$ cat src/rtl/nim_pkg.sv
// Shared types and default game constants for the Nim referee.
package nim_pkg;
  localparam int NUM_PILES_D = 3;
  localparam int PILE_W_D    = 4;
  localparam int PIDX_W      = 2;
  localparam int TAKE_W      = 3;
  localparam int INIT_PILE0  = 3;
  localparam int INIT_PILE1  = 5;
  localparam int INIT_PILE2  = 7;
  localparam int MAX_TAKE_D  = 3;

  typedef enum logic [1:0] {PLAY, CHECK, AWARD, DONE} state_t;
  typedef enum logic {LEFT = 1'b0, RIGHT = 1'b1} player_t;
endpackage

$ cat src/rtl/nim_referee_if.sv
// Move handshake plus score/winner signalling between front end, referee and scoreboard.
interface nim_referee_if
  import nim_pkg::*;
#(
  parameter int NUM_PILES = NUM_PILES_D,
  parameter int PILE_W    = PILE_W_D
);
  logic                             newGame;
  logic                             move_valid;
  logic [PIDX_W-1:0]                move_pile;
  logic [TAKE_W-1:0]                move_take;
  logic                             move_ready;
  logic                             turn;
  logic [NUM_PILES-1:0][PILE_W-1:0] piles;
  logic                             illegal;
  logic                             lpScoreUp;
  logic                             rpScoreUp;
  logic                             lpScoreDown;
  logic                             rpScoreDown;
  logic                             lWinner;
  logic                             rWinner;

  modport master (
    output newGame, move_valid, move_pile, move_take,
    input  move_ready, turn, piles, illegal, lpScoreUp, rpScoreUp,
           lpScoreDown, rpScoreDown, lWinner, rWinner
  );

  modport slave (
    input  newGame, move_valid, move_pile, move_take,
    output move_ready, turn, piles, illegal, lpScoreUp, rpScoreUp,
           lpScoreDown, rpScoreDown, lWinner, rWinner
  );
endinterface

$ cat src/rtl/nim_move_checker.sv
// Combinational move legality and all-piles-empty detection.
module nim_move_checker
  import nim_pkg::*;
#(
  parameter int NUM_PILES = NUM_PILES_D,
  parameter int PILE_W    = PILE_W_D,
  parameter int MAX_TAKE  = MAX_TAKE_D
) (
  input  logic [NUM_PILES-1:0][PILE_W-1:0] piles,
  input  logic [PIDX_W-1:0]                move_pile,
  input  logic [TAKE_W-1:0]                move_take,
  output logic                             legal,
  output logic                             all_empty
);
  logic [PILE_W-1:0] sel;
  logic              in_range;
  logic [PILE_W-1:0] take_ext;

  assign take_ext = PILE_W'(move_take);

  // Mux rather than direct index so an out-of-range pile never reads past the array.
  always_comb begin
    sel      = '0;
    in_range = 1'b0;
    all_empty = 1'b1;
    for (int i = 0; i < NUM_PILES; i++) begin
      if (move_pile == PIDX_W'(i)) begin
        sel      = piles[i];
        in_range = 1'b1;
      end
      if (piles[i] != '0) all_empty = 1'b0;
    end
  end

  assign legal = in_range && (move_take != '0) &&
                 (move_take <= TAKE_W'(MAX_TAKE)) && (take_ext <= sel);
endmodule

$ cat src/rtl/nim_referee.sv
// Nim rule engine: validates and applies moves, tracks turn, emits score/winner events.
module nim_referee
  import nim_pkg::*;
#(
  parameter int NUM_PILES = NUM_PILES_D,
  parameter int PILE_W    = PILE_W_D,
  parameter int MAX_TAKE  = MAX_TAKE_D
) (
  input  logic          clk,
  input  logic          reset,
  nim_referee_if.slave  io
);
  state_t                           state;
  player_t                          turn_q, starter_q;
  logic [NUM_PILES-1:0][PILE_W-1:0] piles_q, init_piles;
  logic                             legal, all_empty;
  logic                             illegal_q, lup_q, rup_q, ldn_q, rdn_q, lwin_q, rwin_q;

  always_comb begin
    init_piles = '0;
    for (int i = 0; i < NUM_PILES; i++)
      init_piles[i] = (i == 0) ? PILE_W'(INIT_PILE0) :
                      (i == 1) ? PILE_W'(INIT_PILE1) :
                      (i == 2) ? PILE_W'(INIT_PILE2) : '0;
  end

  nim_move_checker #(.NUM_PILES(NUM_PILES), .PILE_W(PILE_W), .MAX_TAKE(MAX_TAKE)) u_chk (
    .piles(piles_q), .move_pile(io.move_pile), .move_take(io.move_take),
    .legal(legal), .all_empty(all_empty)
  );

  always_ff @(posedge clk or posedge reset) begin
    if (reset) begin
      state     <= PLAY;
      turn_q    <= LEFT;
      starter_q <= LEFT;
      piles_q   <= init_piles;
      illegal_q <= 1'b0;
      lup_q     <= 1'b0;
      rup_q     <= 1'b0;
      ldn_q     <= 1'b0;
      rdn_q     <= 1'b0;
      lwin_q    <= 1'b0;
      rwin_q    <= 1'b0;
    end else begin
      illegal_q <= 1'b0;
      lup_q     <= 1'b0;
      rup_q     <= 1'b0;
      ldn_q     <= 1'b0;
      rdn_q     <= 1'b0;
      if (io.newGame) begin
        state     <= PLAY;
        piles_q   <= init_piles;
        lwin_q    <= 1'b0;
        rwin_q    <= 1'b0;
        starter_q <= (starter_q == LEFT) ? RIGHT : LEFT;
        turn_q    <= (starter_q == LEFT) ? RIGHT : LEFT;
      end else begin
        case (state)
          PLAY: if (io.move_valid) begin
            if (legal) begin
              for (int i = 0; i < NUM_PILES; i++)
                if (io.move_pile == PIDX_W'(i))
                  piles_q[i] <= piles_q[i] - PILE_W'(io.move_take);
              state <= CHECK;
            end else begin
              illegal_q <= 1'b1;
              ldn_q     <= (turn_q == LEFT);
              rdn_q     <= (turn_q == RIGHT);
            end
          end
          // The player still holding the turn made the last move.
          CHECK: if (all_empty) begin
            state  <= AWARD;
            lup_q  <= (turn_q == LEFT);
            rup_q  <= (turn_q == RIGHT);
            lwin_q <= (turn_q == LEFT);
            rwin_q <= (turn_q == RIGHT);
          end else begin
            state  <= PLAY;
            turn_q <= (turn_q == LEFT) ? RIGHT : LEFT;
          end
          AWARD:   state <= DONE;
          default: state <= DONE;
        endcase
      end
    end
  end

  assign io.move_ready  = (state == PLAY);
  assign io.turn        = turn_q;
  assign io.piles       = piles_q;
  assign io.illegal     = illegal_q;
  assign io.lpScoreUp   = lup_q;
  assign io.rpScoreUp   = rup_q;
  assign io.lpScoreDown = ldn_q;
  assign io.rpScoreDown = rdn_q;
  assign io.lWinner     = lwin_q;
  assign io.rWinner     = rwin_q;
endmodule

$ cat src/flat_wrapper.sv
// flat-port wrapper written by rule: the top's interface ports become plain ports
module nim_referee_flat import nim_pkg::*;
#(
  parameter int NUM_PILES = NUM_PILES_D,
  parameter int PILE_W    = PILE_W_D,
  parameter int MAX_TAKE  = MAX_TAKE_D
)
  (clk, reset, io_newGame, io_move_valid, io_move_pile, io_move_take, io_move_ready, io_turn, io_piles, io_illegal, io_lpScoreUp, io_rpScoreUp, io_lpScoreDown, io_rpScoreDown, io_lWinner, io_rWinner);
  nim_referee_if #(.NUM_PILES(NUM_PILES), .PILE_W(PILE_W)) io_i ();
  input  logic clk;
  input  logic reset;
  input wire logic [$bits(io_i.newGame)-1:0] io_newGame;
  input wire logic [$bits(io_i.move_valid)-1:0] io_move_valid;
  input wire logic [$bits(io_i.move_pile)-1:0] io_move_pile;
  input wire logic [$bits(io_i.move_take)-1:0] io_move_take;
  output wire logic [$bits(io_i.move_ready)-1:0] io_move_ready;
  output wire logic [$bits(io_i.turn)-1:0] io_turn;
  output wire logic [$bits(io_i.piles)-1:0] io_piles;
  output wire logic [$bits(io_i.illegal)-1:0] io_illegal;
  output wire logic [$bits(io_i.lpScoreUp)-1:0] io_lpScoreUp;
  output wire logic [$bits(io_i.rpScoreUp)-1:0] io_rpScoreUp;
  output wire logic [$bits(io_i.lpScoreDown)-1:0] io_lpScoreDown;
  output wire logic [$bits(io_i.rpScoreDown)-1:0] io_rpScoreDown;
  output wire logic [$bits(io_i.lWinner)-1:0] io_lWinner;
  output wire logic [$bits(io_i.rWinner)-1:0] io_rWinner;
  assign io_i.newGame = io_newGame;
  assign io_i.move_valid = io_move_valid;
  assign io_i.move_pile = io_move_pile;
  assign io_i.move_take = io_move_take;
  assign io_move_ready = io_i.move_ready;
  assign io_turn = io_i.turn;
  assign io_piles = io_i.piles;
  assign io_illegal = io_i.illegal;
  assign io_lpScoreUp = io_i.lpScoreUp;
  assign io_rpScoreUp = io_i.rpScoreUp;
  assign io_lpScoreDown = io_i.lpScoreDown;
  assign io_rpScoreDown = io_i.rpScoreDown;
  assign io_lWinner = io_i.lWinner;
  assign io_rWinner = io_i.rWinner;
  nim_referee #(.NUM_PILES(NUM_PILES), .PILE_W(PILE_W), .MAX_TAKE(MAX_TAKE)) u_core (.clk(clk), .reset(reset), .io(io_i));
endmodule
$ cat config.mk
export PLATFORM = sky130hd
export DESIGN_NAME = nim_referee_flat
export DESIGN_NICKNAME = d
export VERILOG_FILES = /design/src/rtl/nim_pkg.sv /design/src/rtl/nim_referee_if.sv /design/src/rtl/nim_move_checker.sv /design/src/rtl/nim_referee.sv /design/src/flat_wrapper.sv
export SDC_FILE = /design/constraint.sdc
export NUM_CORES = 1
export LEC_CHECK = 0
export BUFFER_PORTS_ARGS = -buffer_cell sky130_fd_sc_hd__buf_2
export CAP_MARGIN = 10
export CORE_MARGIN = 2
export CORE_UTILIZATION = 55
export CTS_CLUSTER_DIAMETER = 30
export DETAILED_ROUTE_END_ITERATION = 7
export PLACE_DENSITY = 0.77
export SETUP_SLACK_MARGIN = 0.3
export SYNTH_ARGS = -nofsm -noshare
export SYNTH_HDL_FRONTEND = slang
export SYNTH_SLANG_ARGS = --single-unit
$ cat constraint.sdc
create_clock -name clk -period 2.9 [get_ports clk]
set_clock_uncertainty 0.15 [all_clocks]
set_input_delay 0.58 -clock clk [delete_from_list [all_inputs] [get_ports clk]]
set_output_delay 0.58 -clock clk [all_outputs]
set_load 0.05 [all_outputs]
* After elaboration in Yosys (flattened, before gate mapping) *
Cells that the tools add are included.

storage, ports and cells
  output and inout port bits = 21
  input port bits = 9
  register bits = 23

operators by class
  $lt $le $gt $ge = 2
  reductions and logical operators = 23
  $add $sub $neg = 3
  eq/ne operators = 6
  mux-type cells = 50
  bitwise operators = 1

operator list
  cell                                                            count
  two-way mux 12 bit                                              4
  two-way mux 1 bit                                               35
  two-way mux 4 bit                                               6
  nonzero test 2 bit                                              8
  AND reduction 4 bit                                             3
  nonzero test 4 bit                                              3
  subtractor 4 x 3 -> 4 bit                                       3
  two-way mux 2 bit                                               4
  AND reduction 2 bit                                             3
  equality test 2 x 1 -> 1 bit, second input constant             2
  less-or-equal comparator 3 x 4 -> 1 bit                         1
  logical NOT 2 bit                                               2
  case mux 2 bit (2 select lines)                                 1
  less-or-equal comparator 3 x 2 -> 1 bit, second input constant  1
  logical AND 1 bit                                               3
  != test 3 x 2 -> 1 bit, second input constant                   1
  != test 3 bit, second input constant                            1
  nonzero test 3 bit                                              1
  equality test 2 bit, second input constant                      1
  != test 2 bit, second input constant                            1
  NOT 1 bit                                                       1

* Depth between registers and ports, before layout *
Gate-level depths: netlist of run 1.

  depth in word-level cells = 11
  gate-level depth with buffers = 10
  depth with buffers taken out = 9

* By module *
A second synthesis of run 1 with hierarchy kept.

second synthesis, totals
  cells, all modules = 141
  area total of the unflattened synthesis = 1423.9 sq um

by module, submodules not included
  module            times used  cells each  seq. area each (sq um)  area each (sq um)
  nim_referee       1           114         584.3                   1219.9
  nim_move_checker  1           27          0.0                     203.9

* Worst setup path after synthesis of run 1 *
Ideal clock, no wire load.

  path kind = input-to-reg
  start point = input io_move_pile[1]
  end point = register u_core.piles_q (netlist bit u_core.io.piles[7])
  cell stages on the path = 9
  arrival = 2553 ps
  setup time = 125 ps
  setup slack = 72 ps
  data required time = 2625 ps
  path through = buf_2 > nor2b_1 > a21oi_1 > ha_1 > and3_1 > a211o_1 > o211ai_4 > a211oi_2 > mux2_4

on the way
  cells in the longest elaborated chain, start to end = 9

ends and longest elaborated chain
  what                                                                             line                RTL
  from (decl)                                                                      flat_wrapper.sv:14  input wire logic [$bits(io_i.move_pile)-1:0] io_move_pile;
  branches (longest 8 deep; another with less-or-equal comparator 3 x 4 -> 1 bit)  --
  AND reduction 4 bit (no source line) *                                           --
  to (signal assigned)                                                             nim_referee.sv:37   piles_q <= init_piles;
  to (signal assigned)                                                             nim_referee.sv:53   piles_q <= init_piles;
  to (signal, indexed assignment)                                                  nim_referee.sv:64   piles_q[i] <= piles_q[i] - PILE_W'(io.move_take);
  to (decl)                                                                        nim_referee.sv:15   logic [NUM_PILES-1:0][PILE_W-1:0] piles_q, init_piles;

Every way passes the cells marked *.
A chain may end at the register's enable or synchronous reset.

* Worst setup path after layout of run 1 *
  start point = register u_core.piles_q (netlist bit u_core.io.piles[6])
  end point = register u_core.piles_q (netlist bit u_core.io.piles[7])

on the way
  cells in the longest elaborated chain, start to end = 6

ends and longest elaborated chain
  what                                                                                  line
  subtractor 4 x 3 -> 4 bit / two-way mux 4 bit (equally long branches)                 nim_referee.sv:64, nim_move_checker.sv:27
  two-way mux 4 bit, on equally long branches                                           nim_referee.sv:63, nim_move_checker.sv:27
  two-way mux 12 bit / less-or-equal comparator 3 x 4 -> 1 bit (equally long branches)  nim_referee.sv:61, nim_move_checker.sv:36
  two-way mux 12 bit / logical AND 1 bit (equally long branches)                        nim_referee.sv:60, nim_move_checker.sv:36
  two-way mux 12 bit / nonzero test 2 bit (equally long branches)                       --
  two-way mux 12 bit / AND reduction 4 bit (equally long branches)                      --

Several ways; a longest one is shown, not always the timed one. The select of a mux whose other input is x is not followed.

==> flow_summary_export.csv, run 1 <==
group,metric,value,unit
grt,gr-usage-all-layers,22.1,%
cts,clock_sinks,23,
floorplanning,core,0.00271,mm^2
place,gp_congestion,0.912,
worst_setup_path,cp_top_family,"compound AO/OA/AOI/OAI gates",
job,cap_viol_max_count,0,
cts,clk_pin_slew,0.14,ns
drt,vias_per_cell,5.70,
floorplanning,rows,19,
yosys,postSynth.asyncResetShare,100,%
finish,antenna_cells,0,
yosys,netlist_top_cells_count,"nor2_1 (18), dfrtp_1 (16), inv_1 (13), ha_1 (12), a21oi_1 (10)",
cts,cts_buffer_depth,2,
worst_setup_path,cpMaxStageDelayCell,"dfstp_2",
place,io_buffer_count,29,
yosys,synth.yosys.seq_area_share,38.0,%
yosys,syn_nets,173,
power_and_ir_drop,comb_power_share,27.8,%
floorplanning,start_util,56.8,%
timing,fmaxAchievable,0.399,GHz
timing,period_share,86.5,%
power_and_ir_drop,ir_drop,0.484,mV
worst_setup_path,startpoint_type,"flip-flop",
cts,cts_setup_buffers,0,
power_and_ir_drop,powerDensity,421,mW/mm^2
worst_setup_path,worstPathArrival,2.58,ns
drt,first_pass_iters,4,
drt,wl_per_cell,15.2,um
worst_setup_path,crit_path_end_kind,"flip-flop",
power_and_ir_drop,p_total,0.000732,W
grt,grt_max_degree,29,
drt,drc,0,
outcome,status,"finished clean",
worst_setup_path,rr_worst_depth,9,
floorplanning,io_pins,30,
yosys,postSynthAreaPerCell,10.3,um^2
timing,setup_viol,0,
yosys,synth.area.top_cells,"dfrtp_1 (26%), dfstp_2 (12%), ha_1 (9.8%)",
yosys,synth_most_common_cell,"nor2_1",
power_and_ir_drop,leakage,0.898,nW
yosys,mappedNetlistArea,0.00154,mm^2
timing,rsz0062_at_grt,"yes",
cts,cts_inserted_buffers,3,
timing,fin_setup_tns,0,ns
worst_setup_path,slowest_delay,0.61,ns
yosys,synth.top_cell.area_share,26.0,%
worst_setup_path,crit_path_cell_trace,"mux2i_1 -> nor2_1 -> a21oi_1 -> ha_1 -> and3_1 -> a211o_1 -> o211ai_4 -> a211oi_2 -> mux2_4",
drt,drtAntennaViolNets,0,
timing,hold_viol_final,0,
grt,grt_pass1_vias,1133,
cts,root_buffer,"clkbuf_4",
worst_setup_path,cp_max_fo,6,
worst_setup_path,worst_ep_required_time,2.98,ns
floorplanning,die_h,56.9,um
worst_setup_path,critical_path_class,"reg -> reg",
timing,period_needed,2.51,ns
power_and_ir_drop,swShare,36.8,%
yosys,yosysUniqueCellTypes,40,
floorplanning,die-width,56.9,um
grt,grt-ovfl-total,0,
timing,slew_violations,0,
timing,tightest_slew,0.904,ns
grt,antenna_found_initial,0,
cts,clock_latency,0.32,ns
power_and_ir_drop,seq_power_share,50.6,%
yosys,yosysWarningCount,0,
worst_setup_path,path_depth,9,
hold_path,hp-class,"in -> async",
grt,grt_pass1_wl,5480,um
finish,largest_reg_flops,12,
worst_setup_path,crit_buf_inv,0,
yosys,synth_flop_cell,"dfrtp_1",
power_and_ir_drop,p_switching,0.000269,W
drt,drt-total-wl,3180,um
drt,vias,1192,
power_and_ir_drop,p_int,0.000463,W
finish,fin_nets,203,
yosys,syn_inst,149,
finish,layout-drive-gt1-share,29.8,%
yosys,synth_edf_count,0,
timing,relSlewSlack,39.7,%
place,hpwlAfterDp,2480,um
drt,drt-initial-drc-count,36,
yosys,yosysTopAreaCell,"dfrtp_1",
yosys,yosys_register_bits,23,
floorplanning,die-area,0.00324,mm^2
cts,ctsHtreeMaxLevel,1,
power_and_ir_drop,pwr-share-clk,21.6,%
cts,cts_tree,"built",
finish,syn_to_final_growth,13.0,%
[stage by stage]
step           setup WS [ns]  cell area [um^2]  instances  utilization, %  hold slack, ns
2_1_floorplan          0.287              1560        149               -           0.288
3_3_place_gp           0.160              1710        205            63.0           0.303
3_5_place_dp          0.0925              1710        205            63.0           0.322
4_1_cts                0.369              1740        209            64.1           0.292
5_1_grt                0.260              1740        209            64.2           0.347
6_report               0.392              1740        209            64.2           0.280
[layout make-up]
type	instances	area, um^2
fillers	240	971
well taps	31	38.8
inverters	13	48.8
flip-flops and latches	23	586
multi-input cells	107	876
repair buffers	31	160
clock buffers	3	22.5
clock inverters	1	7.51
[metal layers]
metal | global-route usage, % | vias up | share of wire [%] | wire length [um]
met3 | 2.53 | 8 | 5.5 | 175
met5 | 0 | - | 0 | 0
li1 | - | 583 | - | -
met2 | 33.2 | 39 | 46 | 1480
met1 | 32.2 | 562 | 46 | 1450
met4 | 9.30 | 0 | 2.3 | 72
[cells by family (layout without fill, tap and decap cells)]
group / after synthesis / in the layout / share of synthesized area, %
AO/OA/AOI/OAI: 29 / 29 / 13.4
XOR/XNOR: 6 / 6 / 3.41
buffers and inverters: 19 / 48 / 5.69
multiplexers: 10 / 10 / 7.15
flip-flops: 23 / 23 / 38.0
AND/OR/NAND/NOR: 47 / 47 / 18.7
adder cells (fa/ha/maj): 15 / 15 / 13.7
[power groups by stage]
stage	Clock (W)	Sequential, W	Combinational (W)
2_1_floorplan	0	0.000424	0.000109
3_5_place_dp	0	0.000376	0.000202
6_report	0.000158	0.000370	0.000204
4_1_cts	0.000166	0.000370	0.000204
5_1_grt	0.000176	0.000375	0.000222
3_3_place_gp	0	0.000374	0.000199
[path summary, 6_finish.rpt]
check                                endpoint               start  slack, ns
setup / recovery           u_core.io.piles[7]  u_core.io.piles[6]       0.39
hold / removal             u_core.io.piles[7]               reset       0.28
setup reg to reg           u_core.io.piles[7]  u_core.io.piles[6]       0.39
hold reg to reg              u_core.starter_q    u_core.starter_q       0.33
max in group asynchronous  u_core.io.piles[5]               reset       1.72
min in group clk             u_core.starter_q    u_core.starter_q       0.33
[cells in the final DEF (no fill, tap or decap), types with 2 or more instances in the layout]
master and count:
a21oi_1 10, dfstp_2 7, o21ai_0 4, ha_1 12, dfrtp_1 15, a21o_1 2
fa_1 3, nand2_1 2, nor2_1 18, buf_2 29, nor4_1 5, and3_1 2
inv_1 13, nor3b_1 3, xor2_1 4, clkbuf_4 3, mux2i_1 8, xnor2_1 2
mux2_4 2, a211o_1 4, buf_4 2, nor2b_1 4, nor3_1 5
[what timing repair did]
item,in CTS,in global routing
resized for setup,0,1
endpoints found under the setup margin,0,3
hold buffers,0,0
Power figures use the tool's default switching activity.
==> run 2, diff against run 1 <==
--- a/config.mk
+++ b/config.mk
@@ -5,7 +5,7 @@
 export SDC_FILE = /design/constraint.sdc
 export NUM_CORES = 1
 export LEC_CHECK = 0
-export BUFFER_PORTS_ARGS = -buffer_cell sky130_fd_sc_hd__buf_2
+export BUFFER_PORTS_ARGS = -buffer_cell sky130_fd_sc_hd__clkbuf_2
 export CAP_MARGIN = 10
 export CORE_MARGIN = 2
 export CORE_UTILIZATION = 55
==> run 2 against run 1 <==
  * Clock-buffer cell count stayed put
  * Final area up 1.3%
  * Via count is 1.3% higher
  * Global-route usage is 0.93 points lower
  * Non-clock buffer count is 3 higher
  * Combinational power hardly changed
  * Worst setup slack worse by 0.020 ns
  * Clock power about the same
  * Fmax is 0.81% lower
  * Core utilization up 0.83 points
  * Critical endpoint unchanged
==> flow_summary_export.csv, run 2 (synthesis gave the netlist of run 1 again) <==
group,metric,value,unit
outcome,status,"finished clean",
finish,fin_util,65.0,%
worst_setup_path,worstPathArrival,2.59,ns
finish,final_cell_mix,"clkbuf_2 (29), nor2_1 (18), dfrtp_1 (15), inv_1 (13), ha_1 (12)",
cts,clk_pin_slew,0.14,ns
place,dp_slack,0.0749,ns
worst_setup_path,rr_startpoint,"u_core.io.piles[6]",
worst_setup_path,crit_path_end_kind,"flip-flop",
timing,period_needed,2.53,ns
finish,syn_to_final_growth,14.5,%
finish,antenna_cells,0,
worst_setup_path,crit_buf_inv,0,
drt,drt-total-wl,3200,um
drt,first_pass_iters,4,
floorplanning,core,0.00271,mm^2
drt,drt-initial-drc-count,41,
hold_path,hp-class,"in -> async",
grt,gr-usage-all-layers,21.2,%
power_and_ir_drop,leakage,0.913,nW
finish,fin_nets,206,
grt,grt_pass1_vias,1141,
drt,wl_per_cell,15.1,um
power_and_ir_drop,powerDensity,413,mW/mm^2
cts,cts_inserted_buffers,3,
worst_setup_path,slowest_delay,0.60,ns
cts,ctsHtreeMaxLevel,1,
floorplanning,io_pins,30,
grt,grt_pass1_wl,5380,um
floorplanning,rows,19,
timing,setup_ws,0.371,ns
drt,vias_per_cell,5.70,
timing,holdWs,0.256,ns
drt,vias,1208,
grt,grt-ovfl-total,0,
cts,root_buffer,"clkbuf_4",
finish,layout-drive-gt1-share,30.9,%
worst_setup_path,cp_max_fo,6,
cts,holdBufCountCts,0,
worst_setup_path,startpoint_type,"flip-flop",
cts,clock_sinks,23,
cts,cts_buffer_depth,2,
finish,final_common_cell,"clkbuf_2",
floorplanning,die-area,0.00324,mm^2
place,io_buffer_count,29,
worst_setup_path,cp_top_family,"compound AO/OA/AOI/OAI gates",
worst_setup_path,cpMaxStageDelayCell,"dfstp_2",
drt,drtAntennaViolNets,0,
cts,cts_tree,"built",
worst_setup_path,crit_path_cell_trace,"mux2i_1 -> nor2_1 -> a21oi_1 -> ha_1 -> and3_1 -> a211o_1 -> o211ai_4 -> a211oi_2 -> mux2_4",
timing,relSlewSlack,41.9,%
timing,fin_setup_tns,0,ns
floorplanning,die_h,56.9,um
floorplanning,start_util,56.8,%
drt,drc,0,
worst_setup_path,worst_ep_required_time,2.96,ns
timing,fmaxAchievable,0.395,GHz
timing,rsz0062_at_grt,"yes",
power_and_ir_drop,ir_drop,0.325,mV
worst_setup_path,critPathLaunch,"u_core.io.piles[6]",
place,hpwlAfterDp,2480,um
place,gp_congestion,0.890,
timing,hold_viol_final,0,
cts,clock_latency,0.31,ns
grt,grt_max_degree,29,
grt,antenna_found_initial,0,
timing,period_share,87.2,%
floorplanning,die-width,56.9,um
timing,setup_viol,0,
timing,slew_violations,0,
job,cap_viol_max_count,0,
finish,largest_reg_flops,12,
timing,tightest_slew,0.871,ns
worst_setup_path,critical_path_class,"reg -> reg",
run 2: changes by cell type in the layout (fill, tap and decap cells not counted), sizes merged:
cell    previous run  this run
clkbuf             3        32
buf               31         5
run 2: layer usage:
metal / track usage [%] / part of all wire, % / vias to the layer above
met1: 30.9 / 48 / 591
met3: 2.53 / 3.5 / 2
li1: - / - / 592
met2: 33.5 / 48 / 23
met4: 5.32 / 0.66 / 0
met5: 0 / 0 / -
run 2: worst register-to-register path, stage by stage, from the launching register on:
cell and delay [ns]:
dfstp_2 0.60, mux2i_1 0.10, nor2_1 0.13, a21oi_1 0.06, ha_1 0.32, and3_1 0.17
a211o_1 0.28, o211ai_4 0.27, a211oi_2 0.07, mux2_4 0.30
run 2: layout make-up:
class                      count  area (um^2)
fill                         228          948
multi-input combinational    107          876
sequential                    23          586
timing repair buffer          34          183
inverter                      13         48.8
tap                           31         38.8
clock buffer                   3         22.5
clock inverter                 1         7.51
run 2: through the flow:
stage | power (W) | std cells | instance area, um^2
after global routing | 0.000764 | 212 | 1760
after global placement | 0.000571 | 205 | 1710
after CTS | 0.000732 | 209 | 1740
final | 0.000727 | 212 | 1760
after floorplan | 0.000534 | 149 | 1560
after detailed placement | 0.000576 | 205 | 1710
run 2: power by group:
part / internal, W / leakage [nW] / switching, W
combinational: 0.0000646 / 0.610 / 0.000138
clock: 0.0000525 / 0.0139 / 0.000103
sequential: 0.000345 / 0.289 / 0.0000241
run 2: final timing paths:
check | endpoint | depth (start not counted) | slack [ns]
min in group clk | u_core.starter_q | 1 | 0.33
max in group asynchronous | u_core.io.piles[5] | 2 | 1.76
min reg2reg | u_core.starter_q | 1 | 0.33
max reg2reg | u_core.io.piles[7] | 9 | 0.37
min | u_core.io.rWinner | 2 | 0.26
max | u_core.io.piles[7] | 9 | 0.37
run 2: repair_timing:
item / in CTS / in global routing
setup buffers: 0 / 3
endpoints found under the hold margin: 0 / 0
setup endpoints to repair: 0 / 6
gates resized for setup: 0 / 1
